--- config.mk ---
export PLATFORM = sky130hd
export DESIGN_NAME = temporal_encoder_16
export DESIGN_NICKNAME = d
export VERILOG_FILES = /design/src/rtl/tnn_temporal_pkg.sv /design/src/rtl/temporal_spike_lane.sv /design/src/rtl/temporal_encoder_16.sv
export SDC_FILE = /design/constraint.sdc
export NUM_CORES = 1
export LEC_CHECK = 0
export CORE_ASPECT_RATIO = 0.9
export CORE_UTILIZATION = 58
export DETAILED_ROUTE_END_ITERATION = 10
export GPL_ROUTABILITY_DRIVEN = 1
export PLACE_DENSITY = 0.89
export SYNTH_ARGS = -nofsm -noshare
export SYNTH_HDL_FRONTEND = slang
export SYNTH_SLANG_ARGS = --single-unit
--- constraint.sdc ---
create_clock -name clk -period 7.5 [get_ports clk]
set_input_delay 0.75 -clock clk [delete_from_list [all_inputs] [get_ports clk]]
set_output_delay 0.75 -clock clk [all_outputs]
set_load 0.01 [all_outputs]
--- src/rtl/tnn_temporal_pkg.sv ---
// Shared constants and types for the temporal (edge-coded) TNN datapath.
package tnn_temporal_pkg;

  localparam int VAL_W = 3;
  localparam int N     = 16;
  localparam int T_WIN = 2**VAL_W - 1;

  typedef logic [VAL_W-1:0] value_t;

  // The all-ones code means "this line never spikes".
  localparam value_t NULL_VAL  = value_t'(2**VAL_W - 1);
  localparam value_t LAST_TICK = value_t'(T_WIN - 1);

  typedef enum logic [1:0] {
    IDLE,
    RUN,
    RECOVER
  } state_e;

  // A line is low at tick t once its (non-null) value has been reached.
  function automatic logic spike_due(input value_t v, input value_t t);
    return (v != NULL_VAL) && (v <= t);
  endfunction

endpackage

--- src/rtl/temporal_spike_lane.sv ---
// One spike line: holds its latched value and a sticky "fallen" flag.
// The comparison is made against the tick of the upcoming cycle so the
// line output can come straight from a flop.
module temporal_spike_lane
  import tnn_temporal_pkg::*;
(
  input  logic   clk,
  input  logic   rst,
  input  logic   load_i,
  input  logic   advance_i,
  input  logic   clear_i,
  input  value_t value_i,
  input  value_t tick_i,
  output logic   spike_o
);

  value_t value_q, value_d;
  logic   fallen_q, fallen_d;

  // Load a new value on accept, then fall (and stay fallen) once the tick reaches it.
  always_comb begin
    value_d  = value_q;
    fallen_d = fallen_q;
    if (clear_i) begin
      fallen_d = 1'b0;
    end else if (load_i) begin
      value_d  = value_i;
      fallen_d = spike_due(value_i, tick_i);
    end else if (advance_i) begin
      fallen_d = fallen_q | spike_due(value_q, tick_i);
    end
  end

  // Lane state registers; reset releases the line back to idle-high.
  always_ff @(posedge clk) begin
    if (rst) begin
      value_q  <= NULL_VAL;
      fallen_q <= 1'b0;
    end else begin
      value_q  <= value_d;
      fallen_q <= fallen_d;
    end
  end

  assign spike_o = ~fallen_q;

endmodule

--- src/rtl/temporal_encoder_16.sv ---
// Converts a 16-value volley into edge-coded spike lines over one gamma window.
// This level holds only the FSM, tick counter, handshake and gamma pulses;
// per-line state lives in temporal_spike_lane.
module temporal_encoder_16
  import tnn_temporal_pkg::*;
(
  input  logic               clk,
  input  logic               rst,
  input  logic               in_valid,
  output logic               in_ready,
  input  logic [N*VAL_W-1:0] in_values,
  output logic [N-1:0]       spike_out,
  output logic [VAL_W-1:0]   tick,
  output logic               gamma_start,
  output logic               gamma_done
);

  state_e state_q, state_d;
  value_t tick_q, tick_d;
  logic   start_q, start_d;
  logic   done_q, done_d;
  logic   ready_q, ready_d;
  logic   load, advance, clear;

  // Next-state logic; tick_d is the tick of the coming cycle and is shared with the lanes.
  always_comb begin
    state_d = state_q;
    tick_d  = '0;
    start_d = 1'b0;
    done_d  = 1'b0;
    load    = 1'b0;
    advance = 1'b0;
    clear   = 1'b0;
    case (state_q)
      IDLE: begin
        if (in_valid && ready_q) begin
          state_d = RUN;
          load    = 1'b1;
          start_d = 1'b1;
        end
      end
      RUN: begin
        if (tick_q == LAST_TICK) begin
          state_d = RECOVER;
          clear   = 1'b1;
          done_d  = 1'b1;
        end else begin
          tick_d  = tick_q + value_t'(1);
          advance = 1'b1;
        end
      end
      RECOVER: begin
        state_d = IDLE;
      end
      default: begin
        state_d = IDLE;
      end
    endcase
    ready_d = (state_d == IDLE);
  end

  // Control registers; every output is taken from one of these flops.
  always_ff @(posedge clk) begin
    if (rst) begin
      state_q <= IDLE;
      tick_q  <= '0;
      start_q <= 1'b0;
      done_q  <= 1'b0;
      ready_q <= 1'b1;
    end else begin
      state_q <= state_d;
      tick_q  <= tick_d;
      start_q <= start_d;
      done_q  <= done_d;
      ready_q <= ready_d;
    end
  end

  for (genvar i = 0; i < N; i++) begin : g_lane
    temporal_spike_lane u_lane (
      .clk       (clk),
      .rst       (rst),
      .load_i    (load),
      .advance_i (advance),
      .clear_i   (clear),
      .value_i   (in_values[i*VAL_W +: VAL_W]),
      .tick_i    (tick_d),
      .spike_o   (spike_out[i])
    );
  end

  assign in_ready    = ready_q;
  assign tick        = tick_q;
  assign gamma_start = start_q;
  assign gamma_done  = done_q;

endmodule
==> flow_summary_export.csv <==
group,metric,value,unit
critical_path,worst_setup_path_start_kind,"register",
yosys,ys_ff_latch,72,
pwr,switching_share,0.320,
yosys,yosysSeqAreaShare,0.283,
cts,insertion_delay,350,ps
routing,via_count,5197,
pwr,ir_worst_vdd,0.0959,mV
pwr,p_comb_frac,0.280,
cts,clockRootBuffer,"clkbuf_8",
pwr,power.internal,0.000724,W
placement,dp.cells,808,
pwr,pwr-share-seq,0.422,
global_route,grt_antenna_before_repair,0,
finish,nFillCells,694,
cts,post_cts_buffers,0,
yosys,synth_warnings,0,
cts,cts_buffers,9,
routing,vias_per_cell,6.31,
finish,stdcell_count,824,
floorplanning,dieArea,9150,um2
critical_path,worstPathArrival,3660,ps
floorplanning,io_pins,73,
critical_path,crit_type,"reg2reg",
placement,place_area,5730,um2
global_route,globalRouteOverflowTotal,0,
global_route,grt_max_degree,110,
flow_run,cap_violations,0,
sta,rsz0062_at_grt,"no",
yosys,avgSynthCellArea,7.60,um2
sta,max_clock_freq,293,MHz
cts,path_clk_slew,80,ps
yosys,yosysMostFrequentCell,"nand2_1",
finish,layout.nets,815,
yosys,netlist_area,5090,um2
cts,htree_levels,3,
critical_path,cp_max_fo,33,
finish,design_area,5940,um2
critical_path,end_kind,"register",
critical_path,required,7740,ps
yosys,synth.distinct_cells,32,
pwr,pwr-share-clk,0.299,
cts,post_cts_resized,0,
pwr,power.switching,0.000342,W
sta,worst_pin_slew,1130,ps
cts,cts_sinks,72,
pwr,power.density,180,nW/um2
global_route,grt_pass1_wl,21900,um
sta,final.setup.tns,0,ps
placement,routabilityCongestion,0.802,
yosys,synth_edf_count,0,
cts,clockBufferDepth,2,
cts,cts_tree,"built",
min_path,hold_path_class,"reg2reg",
yosys,async_reset_ff_frac,0,
routing,postRouteAntennaNets,0,
pwr,finalPower,0.00107,W
routing,drc_errors,0,
global_route,grtUsageTotal,0.296,
yosys,synth_area_leader_cell,"dfxtp_1",
placement,place_hpwl,8710,um
finish,area_delta_synth_final,16.7,%
floorplanning,dieWidth,101,um
sta,slew_violations,0,
sta,hold_violations,0,
yosys,ys.flop_type,"dfxtp_1",
yosys,ys_top_cells_by_area,"dfxtp_1, ha_1, nand2_1",
floorplanning,die_h,90.9,um
routing,drt-total-wl,13200,um
finish,n_antenna_cell,0,
cts,cts_hold_buffers,0,
yosys,postSynthCellCount,669,
sta,min_period,3420,ps
finish,drive_gt1_frac,0.0397,
routing,wl_per_cell,16.1,um
sta,finClkSkew,11.4,ps
routing,drt_iter0_drc,324,
floorplanning,rows,32,
sta,slew_headroom,0.243,
floorplanning,initial_core_util,0.597,
sta,period_share,0.456,
yosys,synth_top_area_frac,0.283,
placement,port_buffers,72,
global_route,grt_pass1_vias,4916,
yosys,syn_nets,784,
floorplanning,core-area,8530,um2
pwr,leakage,2.43,nW
routing,first_pass_iters,5,
sta,setup_viol,0,
yosys,yosys-top-cells-count,"nand2_1, dfxtp_1, a21oi_1",
status,status,"completed",
cell usage in the layout, fill, tap and decap left out:
cell | Yosys | final
a31oi_1 | 16 | 16
a21oi_2 | 1 | 1
mux2i_1 | 1 | 1
o41ai_1 | 13 | 13
nor3b_1 | 1 | 1
clkbuf_8 | 0 | 11
nor2b_1 | 2 | 2
nand3_1 | 45 | 45
dfxtp_1 | 72 | 72
nor4_1 | 3 | 3
nand2_1 | 147 | 147
buf_4 | 18 | 7
o311a_1 | 3 | 3
inv_1 | 30 | 30
a221oi_1 | 13 | 13
ha_1 | 64 | 64
a21oi_1 | 65 | 65
o31ai_1 | 3 | 3
clkdlybuf4s50_1 | 0 | 72
o21ai_2 | 1 | 1
o21ai_4 | 0 | 1
o2bb2ai_1 | 13 | 13
clkinv_2 | 0 | 2
nor2_1 | 18 | 18
nor3b_4 | 0 | 1
or3b_1 | 1 | 1
and2_1 | 4 | 4
a21o_1 | 13 | 13
nor3_1 | 6 | 6
clkinvlp_4 | 0 | 2
bufinv_16 | 0 | 1
nor4bb_4 | 0 | 1
o21ai_0 | 5 | 4
o211ai_1 | 39 | 39
nand4_1 | 26 | 26
o311ai_0 | 3 | 3
flip-flops by register name (all words and copies together) (netlist names):
register / count
g_lane.u_lane.fallen_q: 16
tick: 3
in_ready: 1
state_q: 2
g_lane.u_lane.value_q: 48
gamma_done: 1
gamma_start: 1
metal layers:
layer  share of wire  track usage
met5               0            0
met2            0.50        0.523
met3           0.069       0.0697
met1            0.42        0.347
met4           0.014        0.103
cell families after synthesis:
group | share of synthesized area
AO/OA/AOI/OAI | 0.251
flip-flops | 0.283
buffers and inverters | 0.0834
AND/OR/NAND/NOR | 0.223
multiplexers | 0.00197
adder cells (fa/ha/maj) | 0.157
critical path: stages (launching register included):
cell and delay, ps:
dfxtp_1 700, buf_4 430, nor3b_1 140, o21ai_4 910
ha_1 420, nand4_1 110, o211ai_1 100, a21o_1 210
a221oi_1 280
power by group through the flow:
stage / combinational, W / sequential [W] / clock, W
6_report: 0.000298 / 0.000450 / 0.000318
5_1_grt: 0.000333 / 0.000454 / 0.000343
4_1_cts: 0.000295 / 0.000449 / 0.000321
3_5_place_dp: 0.000293 / 0.000457 / 0
3_3_place_gp: 0.000276 / 0.000455 / 0
2_1_floorplan: 0.000209 / 0.000449 / 0
worst paths after layout:
check | endpoint | cells past startpoint | from | slack (ps)
max | g_lane[0].u_lane.fallen_q | 8 | tick[2] | 4080
max reg2reg | g_lane[0].u_lane.fallen_q | 8 | tick[2] | 4080
min | g_lane[9].u_lane.value_q[0] | 2 | g_lane[9].u_lane.value_q[0] | 480
min reg2reg | g_lane[9].u_lane.value_q[0] | 2 | g_lane[9].u_lane.value_q[0] | 480
stage by stage:
stage	util	setup WS (ps)	hold WS, ps
after floorplan	-	3320	458
after global placement	0.672	4280	471
after detailed placement	0.672	4150	475
after CTS	0.696	4150	486
after global routing	0.696	3930	500
final	0.696	4080	485
final cells by class:
cell class                      count  area (um2)  share of cell area
Clock inverter                      5        55.1             0.00927
Inverter                           30         113              0.0190
Sequential cell                    72        1440               0.243
Clock buffer                       11         151              0.0255
Multi-Input combinational cell    508        3250               0.548
Tap cell                          119         149              0.0251
Timing Repair Buffer               79         773               0.130
Power figures use the tool's default switching activity.
